===== config.mk =====
export PLATFORM = sky130hd
export DESIGN_NAME = prefetch_issue_queue
export DESIGN_NICKNAME = d
export VERILOG_FILES = /design/src/rtl/prefetch_issue_queue.sv
export SDC_FILE = /design/constraint.sdc
export NUM_CORES = 1
export LEC_CHECK = 0
export ABC_CLOCK_PERIOD_IN_PS = 3350
export CAP_MARGIN = 25
export CORE_MARGIN = 8
export CORE_UTILIZATION = 39
export DETAILED_ROUTE_END_ITERATION = 10
export PLACE_DENSITY = 0.59
export SLEW_MARGIN = 0
export SYNTH_ARGS = -nofsm -noshare
export SYNTH_HDL_FRONTEND = slang
export SYNTH_SLANG_ARGS = --single-unit

===== constraint.sdc =====
create_clock -name clk -period 3.35 [get_ports clk]
set_clock_uncertainty 0.05 [all_clocks]
set_input_delay 0.335 -clock clk [delete_from_list [all_inputs] [get_ports clk]]
set_output_delay 0.335 -clock clk [all_outputs]
set_load 0.05 [all_outputs]

===== src/rtl/prefetch_issue_queue.sv =====
// prefetch_issue_queue
//   Small FIFO of predicted prefetch line addresses feeding a single
//   outstanding-prefetch issue slot (IDLE/WAIT handshake with memory).
//   Optional build macro: PF_DEDUP_EN drops requests whose line already
//   sits in the queue or in the in-flight issue register.
// Ports
//   clk, rst      : clock, synchronous active-high reset
//   prefetch_en   : request valid, ORB is the predicted byte address
//   demand_busy   : demand miss owns memory, hold off new issues
//   flush         : discard all queued (not yet issued) requests
//   pf_read       : prefetch read, held until pf_resp
//   pf_address    : line-aligned address of the in-flight prefetch
//   pf_resp       : memory completes the in-flight prefetch
//   count, full   : queue occupancy / occupancy == DEPTH
//   drop          : combinational, current request is discarded
module prefetch_issue_queue #(
  parameter int unsigned DEPTH = 4
) (
  input  logic                     clk,
  input  logic                     rst,
  input  logic                     prefetch_en,
  input  logic [31:0]              ORB,
  input  logic                     demand_busy,
  input  logic                     flush,
  output logic                     pf_read,
  output logic [31:0]              pf_address,
  input  logic                     pf_resp,
  output logic [$clog2(DEPTH):0]   count,
  output logic                     full,
  output logic                     drop
);

  localparam int unsigned PW = $clog2(DEPTH);
  localparam int unsigned CW = PW + 1;
  localparam int unsigned LW = 27;

  typedef enum logic {IDLE = 1'b0, WAIT = 1'b1} state_e;

  state_e          state_q, state_d;
  logic [CW-1:0]   count_q;
  logic [PW-1:0]   rd_ptr_q, wr_ptr_q;
  logic [LW-1:0]   issue_q;
  logic [LW-1:0]   mem_q [DEPTH];

  logic            full_c, pop_c, enq_c, dup_c;
  logic [LW-1:0]   line_c;
  logic            unused_orb_c;

  assign line_c       = ORB[31:5];
  assign unused_orb_c = ^ORB[4:0];

  // Queue control; full is judged on the pre-edge count so a same-cycle pop
  // never rescues an enqueue into a full queue.
  always_comb begin
    full_c = (count_q == CW'(DEPTH));
    pop_c  = (state_q == IDLE) && (count_q != '0) && !demand_busy && !flush && !rst;
    enq_c  = prefetch_en && !flush && !rst && !full_c && !dup_c;
    drop   = prefetch_en && !flush && !rst && !enq_c;
  end

`ifdef PF_DEDUP_EN
  // Match against occupied slots (offset from head below count) and the
  // in-flight line.
  always_comb begin
    logic [PW-1:0] off;
    dup_c = 1'b0;
    off   = '0;
    for (int unsigned i = 0; i < DEPTH; i++) begin
      off = PW'(i) - rd_ptr_q;
      if ((CW'(off) < count_q) && (mem_q[i] == line_c)) dup_c = 1'b1;
    end
    if ((state_q == WAIT) && (issue_q == line_c)) dup_c = 1'b1;
  end
`else
  assign dup_c = 1'b0;
`endif

  // State register.
  always_ff @(posedge clk) begin
    if (rst) state_q <= IDLE;
    else     state_q <= state_d;
  end

  // Next state; demand_busy and flush never abort WAIT.
  always_comb begin
    state_d = state_q;
    unique case (state_q)
      IDLE: if (pop_c)   state_d = WAIT;
      WAIT: if (pf_resp) state_d = IDLE;
      default:           state_d = IDLE;
    endcase
  end

  // Outputs decoded from state.
  always_comb begin
    pf_read    = 1'b0;
    pf_address = '0;
    if (state_q == WAIT) begin
      pf_read    = 1'b1;
      pf_address = {issue_q, 5'b0};
    end
  end

  assign count = count_q;
  assign full  = full_c;

  // Pointers, occupancy and issue register.
  always_ff @(posedge clk) begin
    if (rst) begin
      count_q  <= '0;
      rd_ptr_q <= '0;
      wr_ptr_q <= '0;
      issue_q  <= '0;
    end else begin
      if (pop_c) issue_q <= mem_q[rd_ptr_q];
      if (flush) begin
        count_q  <= '0;
        rd_ptr_q <= wr_ptr_q;
      end else begin
        count_q <= count_q + CW'(enq_c) - CW'(pop_c);
        if (enq_c) wr_ptr_q <= wr_ptr_q + PW'(1);
        if (pop_c) rd_ptr_q <= rd_ptr_q + PW'(1);
      end
    end
  end

  // Entry storage; contents are only meaningful below count.
  always_ff @(posedge clk) begin
    if (enq_c) mem_q[wr_ptr_q] <= line_c;
  end

endmodule


==> impl_results.md, run 1 <==
- Slew HR: 0.618
- Reg-to-Reg End: count[2]
- Startpoint Class: flip-flop
- Commonest non-fill, non-tap cell in the layout: edfxtp_1
- Mean area per synthesized cell: 15.9 µm²
- 1st-iter DRT viols: 201
- Post-CTS sizing: 0
- Placeable core region: 14400 µm²
- R2R cell count: 12
- Nets: 474
- IO Count: 76
- R2R Setup Slk: 0.76 ns
- Routed wire length: 11700 µm
- Routability cong.: 0.700
- Grt ovf: 0
- Clk buf depth: 2
- Max-slew violation count: 0
- Die Height: 136 µm
- Area Growth Syn to Fin: 25.4%
- Ranking of synthesized cells by area: edfxtp_1 57%, dfxtp_1 12%, mux4_2 11%
- Register bit count reported by yosys: 143
- Worst-case hold path end point: issue_q[3]
- Synthesized cell area: 5650 µm²
- Hold Startpoint: issue_q[3]
- Final number of setup-violating endpoints: 0
- Post-placement cell area: 6560 µm²
- Largest net degree at the start of global routing: 31
- Most frequent cells in the layout: 108 x edfxtp_1, 64 x clkdlybuf4s50_1, 34 x dfxtp_1
- Final ANT Viol Nets: 0
- N_diodes: 0
- Count of buffers from port buffering: 65
- Share of synthesized area occupied by flip-flops and latches: 0.698
- Yosys top cell by area: edfxtp_1
- Vias per inst: 5.00
- HPWL after DPL: 7070 µm
- Final min period: 2.69 ns
- Tot GR Track Use: 0.137
- Design area: 7090 µm²
- Latest clock arrival within the worst-skew pair: 0.42 ns
- # rows: 44
- Number of global-route vias before repair: 3297
- Share of layout cells above drive strength 1: 0.170
- RSZ-0062 raised after global routing: no
- Die Area: 18600 µm²
- Final Cycle Share: 0.804
- Worst setup EP type: output port
- Worst Path Arrival: 2.31 ns
- CTS H-Tree Depth: 4
- Status: finished clean
- First-pass GRT wire length: 18500 µm
- Remaining DRCs: 0
- First-pass detailed-route iteration total: 5
- Crit Path Max Fanout: 8
- Critical path type: reg -> out
- Least-Margin Pin Slew: 0.572 ns
- Post-CTS setup buffers: 0
- Worst VDD drop: 0.369 mV
- Initial core utilization: 0.393
- Hold Crit Class: reg -> reg
- Maxcap violations: 0
- Die Width: 136 µm
- Yosys cell types: 31
- WP data required: 2.96 ns
- TNS Setup: 0 ns
- Hold Vio Cnt, Final: 0
- Total CTS buffers: 17
- Leak: 2.34 nW
- Synth warnings: 0
- RR Startpoint: count[1]
- Clock slew at reported path FFs: 0.06 ns
- Finished Core Util: 0.493
- Routed WL per cell: 18.8 µm
- Maximum clock frequency: 371 MHz
- CTS Sinks: 143
- Top cell type's share of synthesized area: 0.574
- Routed vias: 3133
- Cell area power density: 534 nW/µm²
- Antenna violations before repair: 0
- Post-CTS Hold Fix Bufs: 0
- CTS tree: yes
- Syn Inst Count: 356
- CTS root buf: clkbuf_16
- Hold Crit Depth: 2
how the worst max path moves through the flow:
stage                        start        to  slack (ns)  cells past startpoint
after floorplan           count[2]  count[2]        0.16                     13
after global placement         rst  count[2]        0.42                     12
after detailed placement       rst  count[2]        0.40                     12
after CTS                 count[1]      full        0.64                      3
after global routing      count[2]      full        0.53                      3
final                     count[1]      full        0.66                      3
power by group:
group          switching [W]  internal [W]
Clock               0.000657       0.00101
Combinational      0.0000906     0.0000867
Sequential        0.00000995       0.00192
per-stage QoR:
| stage | hold slack (ns) | cells | total power [W] | worst slack, ns |
|---|---|---|---|---|
| after floorplan | 0.384 | 360 | 0.00207 | 0.158 |
| after global placement | 0.408 | 594 | 0.00215 | 0.418 |
| after detailed placement | 0.410 | 594 | 0.00215 | 0.395 |
| after CTS | 0.422 | 626 | 0.00382 | 0.635 |
| after global routing | 0.434 | 626 | 0.00391 | 0.533 |
| final | 0.416 | 626 | 0.00378 | 0.657 |
area by class of cell:
cell class | count | area (µm²)
multi-input combinational | 181 | 1560
clock buffer | 25 | 495
timing repair buffer | 80 | 798
tap | 184 | 230
inverter | 6 | 22.5
clock inverter | 7 | 36.3
sequential | 143 | 3950
fill | 1251 | 7280
kinds of logic after synthesis:
| family | share of synthesized area |
|---|---|
| compound gates | 0.0354 |
| xor+xnor | 0.00310 |
| fa+ha+maj | 0.0168 |
| buf+inv | 0.0301 |
| flops | 0.698 |
| mux | 0.108 |
| other cells | 0.000664 |
| simple gates | 0.108 |
flip-flops by register name, indices dropped and copies added, names as in the netlist:
register and flops:
mem_q 108, issue_q 27, count 3, rd_ptr_q 2
wr_ptr_q 2, state_q 1
layer usage:
metal  routed length, µm  global-route usage
met5                   0                   0
met2                5990               0.220
met1                4980               0.166
met3                 533              0.0351
met4                 244              0.0763
worst max-delay path, cell delays in order, from the launching register on:
cell	delay (ns)
dfxtp_1	0.36
or3b_2	0.57
inv_1	0.15
clkdlybuf4s50_1	0.82
cell usage after synthesis:
| cell | instances |
|---|---|
| buf_6 | 1 |
| fa_1 | 1 |
| buf_2 | 6 |
| edfxtp_1 | 108 |
| nand2b_1 | 27 |
| or3_1 | 1 |
| nor4_2 | 1 |
| a211oi_1 | 3 |
| nor2_1 | 4 |
| and3_1 | 4 |
| nor2b_1 | 1 |
| nor3_1 | 2 |
| inv_1 | 6 |
| and2_4 | 1 |
| nand3_1 | 29 |
| nand4_1 | 1 |
| or3b_2 | 2 |
| o21ai_0 | 29 |
| clkbuf_1 | 17 |
| clkbuf_2 | 1 |
| ha_1 | 6 |
| mux4_2 | 27 |
| o311a_1 | 1 |
| a21o_1 | 1 |
| nor3b_1 | 1 |
| buf_4 | 5 |
| conb_1 | 1 |
| a21oi_1 | 3 |
| and2_1 | 29 |
| dfxtp_1 | 35 |
| xnor2_1 | 2 |
(Power assumes the default switching activity.)
==> inputs of run 2 (changes only) <==
--- a/config.mk
+++ b/config.mk
@@ -5,7 +5,7 @@
 export SDC_FILE = /design/constraint.sdc
 export NUM_CORES = 1
 export LEC_CHECK = 0
-export ABC_CLOCK_PERIOD_IN_PS = 3350
+export ABC_CLOCK_PERIOD_IN_PS = 2550
 export CAP_MARGIN = 25
 export CORE_MARGIN = 8
 export CORE_UTILIZATION = 39
==> constraint.sdc (replaced) <==
create_clock -name clk -period 2.55 [get_ports clk]
set_clock_uncertainty 0.05 [all_clocks]
set_input_delay 0.255 -clock clk [delete_from_list [all_inputs] [get_ports clk]]
set_output_delay 0.255 -clock clk [all_outputs]
set_load 0.05 [all_outputs]
==> run 2 against run 1 <==
  * Clock power is 50% higher
  * Flip-flop and latch count unchanged
  * Die area did not move
  * Combinational power rose by 37%
  * Setup slack worse by 0.56 ns
  * Non-clock buffer count is 2 higher
  * First-iteration DRC count up 11%
  * Core utilization is 0.64 points higher
  * Routed wire length about the same
==> impl_results.md, run 2 (synthesis gave the netlist of run 1 again) <==
- CTS Sinks: 143 (unchanged)
- Routed wire length: 11700 µm (about the same)
- Final min period: 2.45 ns
- Die Height: 136 µm (unchanged)
- Final ANT Viol Nets: 0 (unchanged)
- Final number of setup-violating endpoints: 0 (unchanged)
- Maximum clock frequency: 408 MHz
- Hold Crit Class: reg -> reg
- Remaining DRCs: 0 (unchanged)
- Hold Vio Cnt, Final: 0 (unchanged)
- WP data required: 2.25 ns (-0.71 ns)
- Finished Core Util: 0.500 (+0.00636)
- Cell area power density: 735 nW/µm² (+38%)
- Largest net degree at the start of global routing: 31 (unchanged)
- CTS H-Tree Depth: 4 (unchanged)
- RR Startpoint: count[1]
- Vias per inst: 4.96 (-0.80%)
- R2R cell count: 12 (unchanged)
- Die Width: 136 µm (unchanged)
- Post-CTS Hold Fix Bufs: 0 (unchanged)
- First-pass GRT wire length: 18800 µm (+1.4%)
- Placeable core region: 14400 µm² (unchanged)
- Hold Slack: 0.413 ns (-0.00300 ns)
- Latest clock arrival within the worst-skew pair: 0.41 ns (about the same)
- Routed WL per cell: 18.7 µm (-0.33%)
- Tot GR Track Use: 0.137 (-0.000357)
- Post-route setup slack: 0.0997 ns (-0.557 ns)
- Count of buffers from port buffering: 65 (unchanged)
- Number of global-route vias before repair: 3356 (+1.8%)
- Clk buf depth: 2 (unchanged)
- Share of layout cells above drive strength 1: 0.264 (+0.0938)
- Post-CTS setup buffers: 0 (unchanged)
- Die Area: 18600 µm² (unchanged)
- Max reg flops: 108 (unchanged)
- First-pass detailed-route iteration total: 4 (-1)
- Routed vias: 3118 (-0.48%)
- Clock slew at reported path FFs: 0.05 ns (about the same)
- HPWL after DPL: 6960 µm (-1.5%)
- # fillers: 1215 (-2.9%)
- Worst VDD drop: 0.391 mV (+5.8%)
- Commonest non-fill, non-tap cell in the layout: edfxtp_1
- Largest Register: mem_q
- Crit Path Max Fanout: 8 (unchanged)
- Initial core utilization: 0.393 (unchanged)
- Worst-case hold path end point: issue_q[20]
- Area Growth Syn to Fin: 27.1%
- Fin cells: 628 (+0.32%)
- Critical path type: reg -> out
- # rows: 44 (unchanged)
- 1st-iter DRT viols: 223 (+11%)
- Leak: 2.44 nW (+4.3%)
- CTS root buf: clkbuf_16
- Antenna violations before repair: 0 (unchanged)
- Status: finished clean
- R2R Setup Slk: 0.15 ns (-0.61 ns)
- Worst Path Arrival: 2.15 ns (-0.16 ns)
- Crit path from: count[1]
- Maxcap violations: 0 (unchanged)
- Most frequent cells in the layout: 108 x edfxtp_1, 39 x buf_4, 36 x clkdlybuf4s50_1
- DP Worst Slack: -0.332 ns (-0.728 ns)
- Grt ovf: 0 (unchanged)
- Final Cycle Share: 0.961
- Reg-to-Reg End: count[2]
- Hold Crit Depth: 2 (unchanged)
- Routability cong.: 0.713 (+1.8%)
- N_diodes: 0 (unchanged)
- Total CTS buffers: 17 (unchanged)
- Worst setup EP type: output port
- Placed instance count: 596 (+0.34%)
- RSZ-0062 raised after global routing: no
- Post-CTS sizing: 0 (unchanged)
- Hold Startpoint: issue_q[20]
- Startpoint Class: flip-flop
- Least-Margin Pin Slew: 0.506 ns (-0.0665 ns)
- Nets: 476 (+0.42%)
- Max-slew violation count: 0 (unchanged)
- IO Count: 76 (unchanged)
- CTS tree: yes
- Slew HR: 0.662 (+0.0438)
## run 2: cell types whose count changed in the layout (fill, tap and decap cells not counted), moves of 2 or more
cell             delta
and3_1              -4
buf_12              +4
and3_2              +4
buf_4              +26
clkdlybuf4s50_1    -28
dfxtp_4             +3
dfxtp_1             -4
clkbuf_8            -4
clkinvlp_4          +2
bufinv_16           +4
clkbuf_1            -3
## run 2: through the flow
step,cell area [µm²],total power [W],setup TNS (ns)
after floorplan,5690,0.00272,-0.0466
after global placement,6580,0.00283,-0.358
after detailed placement,6580,0.00283,-0.464
after CTS,7180,0.00534,0
after global routing,7180,0.00546,0
final,7180,0.00528,0
## run 2: worst max-delay path, cell delays in order, from the launching register on
cell,delay [ns]
dfxtp_4,0.36
or3b_4,0.46
clkinvlp_4,0.12
clkdlybuf4s50_1,0.80
## run 2: report_power, final
group	switching [W]	leakage [nW]	internal, W
Sequential	0.0000137	1.26	0.00252
Clock	0.000882	0.294	0.00162
Combinational	0.000119	0.881	0.000123
Total	0.00101	2.44	0.00426
## run 2: layout make-up
type / count / area, µm² / area share
flip-flops and latches: 143 / 3960 / 0.551
multi-input cells: 181 / 1570 / 0.219
repair buffers: 82 / 793 / 0.111
clock buffers: 18 / 429 / 0.0598
well taps: 184 / 230 / 0.0321
clock inverters: 14 / 173 / 0.0241
inverters: 6 / 26.3 / 0.00366
## run 2: worst max-delay path by stage
stage | to | cells past startpoint
final | full | 3
after global routing | count[2] | 12
after CTS | full | 3
after detailed placement | count[2] | 12
after global placement | count[2] | 12
after floorplan | count[2] | 13
## run 2: routing by layer
| layer | vias up | share of wire | GRT usage |
|---|---|---|---|
| met1 | 1552 | 0.44 | 0.169 |
| met5 | - | 0 | 0 |
| met3 | 15 | 0.056 | 0.0403 |
| met2 | 77 | 0.49 | 0.219 |
| li1 | 1474 | - | - |
| met4 | 0 | 0.017 | 0.0604 |
==> inputs of run 3 (changes only) <==
--- a/config.mk
+++ b/config.mk
@@ -7,10 +7,11 @@
 export LEC_CHECK = 0
 export ABC_CLOCK_PERIOD_IN_PS = 2550
 export CAP_MARGIN = 25
+export CORE_ASPECT_RATIO = 1.25
 export CORE_MARGIN = 8
-export CORE_UTILIZATION = 39
+export CORE_UTILIZATION = 54
 export DETAILED_ROUTE_END_ITERATION = 10
-export PLACE_DENSITY = 0.59
+export PLACE_DENSITY = 0.78
 export SLEW_MARGIN = 0
 export SYNTH_ARGS = -nofsm -noshare
 export SYNTH_HDL_FRONTEND = slang
==> run 3 against run 2 <==
  * Combinational power down 2%
  * Critical path depth unchanged
  * Core utilization up 20 points
  * Highest routed layer unchanged
==> impl_results.md, run 3 (synthesis gave the netlist of run 1 again) <==
- Die Area: 14000 µm² (-25%)
- Placed instance count: 539 (-9.6%)
- Fin cells: 571 (-9.1%)
- Hold Vio Cnt, Final: 0 (unchanged)
- Post-placement cell area: 6490 µm² (-1.4%)
- Post-CTS setup buffers: 0 (unchanged)
- Clk buf depth: 2 (unchanged)
- Least-Margin Pin Slew: 0.503 ns (-0.00296 ns)
- Commonest non-fill, non-tap cell in the layout: edfxtp_1
- Worst setup EP type: output port
- Worst Path Arrival: 2.13 ns (-0.02 ns)
- Share of layout cells above drive strength 1: 0.244 (-0.0192)
- First-pass detailed-route iteration total: 5 (+1)
- Largest net degree at the start of global routing: 36 (+16%)
- 1st-iter DRT viols: 213 (-4.5%)
- Post-CTS Hold Fix Bufs: 0 (unchanged)
- WP data required: 2.25 ns (about the same)
- Most frequent cells in the layout: 108 x edfxtp_1, 37 x buf_4, 36 x clkdlybuf4s50_1
- Count of buffers from port buffering: 65 (unchanged)
- Number of global-route vias before repair: 3466 (+3.3%)
- N_diodes: 0 (unchanged)
- Crit Path Max Fanout: 8 (unchanged)
- Routed WL per cell: 20.2 µm (+8.1%)
- Tot GR Track Use: 0.175 (+0.0384)
- Max-slew violation count: 0 (unchanged)
- Maximum clock frequency: 410 MHz (+0.51%)
- Largest Register: mem_q
- HPWL after DPL: 6480 µm (-6.8%)
- Routed wire length: 11500 µm (-1.8%)
- Final Cycle Share: 0.956 (-0.00487)
- Maxcap violations: 0 (unchanged)
- Worst VDD drop: 0.574 mV (+47%)
- Hold Crit Depth: 2 (unchanged)
- Vias per inst: 5.71 (+15%)
- Finished Core Util: 0.695 (+0.196)
- Hold Crit Class: reg -> reg
- Latest clock arrival within the worst-skew pair: 0.41 ns (about the same)
- Critical path type: reg -> out
- Remaining DRCs: 0 (unchanged)
- Max reg flops: 108 (unchanged)
- Routed vias: 3260 (+4.6%)
- Grt ovf: 0 (unchanged)
- Status: finished clean
- Clock slew at reported path FFs: 0.05 ns (about the same)
- Final ANT Viol Nets: 0 (unchanged)
- Die Height: 130 µm (-4.4%)
- CTS Sinks: 143 (unchanged)
- Leak: 2.41 nW (-0.95%)
- Startpoint Class: flip-flop
- Antenna violations before repair: 0 (unchanged)
- Slew HR: 0.664 (+0.00198)
- Die Width: 107 µm (-21%)
- Cell area power density: 734 nW/µm² (-0.19%)
- Design area: 7060 µm² (-1.6%)
- R2R cell count: 12 (unchanged)
- Placeable core region: 10200 µm² (-29%)
- # rows: 41 (-6.8%)
- Post-CTS sizing: 0 (unchanged)
- Routability cong.: 0.758 (+6.4%)
- Nets: 474 (-0.42%)
- Area Growth Syn to Fin: 25.0%
- CTS tree: yes
- CTS root buf: clkbuf_16
- First-pass GRT wire length: 18400 µm (-2.2%)
- IO Count: 76 (unchanged)
- Total CTS buffers: 17 (unchanged)
- TNS Setup: 0 ns (unchanged)
- Initial core utilization: 0.556 (+0.163)
- CTS H-Tree Depth: 4 (unchanged)
- RSZ-0062 raised after global routing: no
- Final min period: 2.44 ns (-0.0124 ns)
- Final number of setup-violating endpoints: 0 (unchanged)
-- run 3: cell types whose count changed in the layout (fill, tap and decap cells not counted) --
cell / change
and3_1: +4
dfxtp_2: -1
clkinv_4: +1
and3_2: -4
clkinv_1: +2
buf_4: -2
dfxtp_1: +1
bufinv_16: -1
clkinv_2: -2
-- run 3: stage by stage --
stage / hold WS, ns / setup WS [ns] / power [W]
after detailed placement: 0.411 / -0.243 / 0.00282
final: 0.415 / 0.112 / 0.00518
after floorplan: 0.304 / -0.0466 / 0.00272
after global routing: 0.438 / 0.0485 / 0.00532
after CTS: 0.410 / 0.0888 / 0.00522
after global placement: 0.406 / -0.163 / 0.00282
-- run 3: critical path, stage by stage (launching register included) --
cell and delay, ns:
dfxtp_4 0.36, or3b_4 0.45, clkinvlp_4 0.11, clkdlybuf4s50_1 0.80
-- run 3: area by class of cell --
| class | instances | area [µm²] |
|---|---|---|
| Inverter | 6 | 26.3 |
| Tap cell | 129 | 161 |
| Multi-Input combinational cell | 181 | 1560 |
| Clock buffer | 18 | 429 |
| Clock inverter | 14 | 149 |
| Sequential cell | 143 | 3960 |
| Timing Repair Buffer | 80 | 778 |
| Fill cell | 653 | 3090 |
-- run 3: routing by layer --
metal | share of wire | global-route usage | vias up
met1 | 0.38 | 0.192 | 1644
li1 | - | - | 1477
met4 | 0.019 | 0.0786 | 0
met3 | 0.069 | 0.0513 | 21
met5 | 0 | 0 | -
met2 | 0.53 | 0.308 | 118
-- run 3: path summary, 6_finish.rpt --
kind	from	end	slack [ns]
hold reg to reg	issue_q[4]	issue_q[4]	0.41
setup reg to reg	count[1]	count[2]	0.19
hold / removal	issue_q[4]	issue_q[4]	0.41
setup / recovery	count[1]	full	0.11
-- run 3: report_power, final --
part	total, W	switching (W)	internal [W]
clock network	0.00241	0.000892	0.00152
logic	0.000238	0.000118	0.000121
registers	0.00254	0.0000138	0.00252
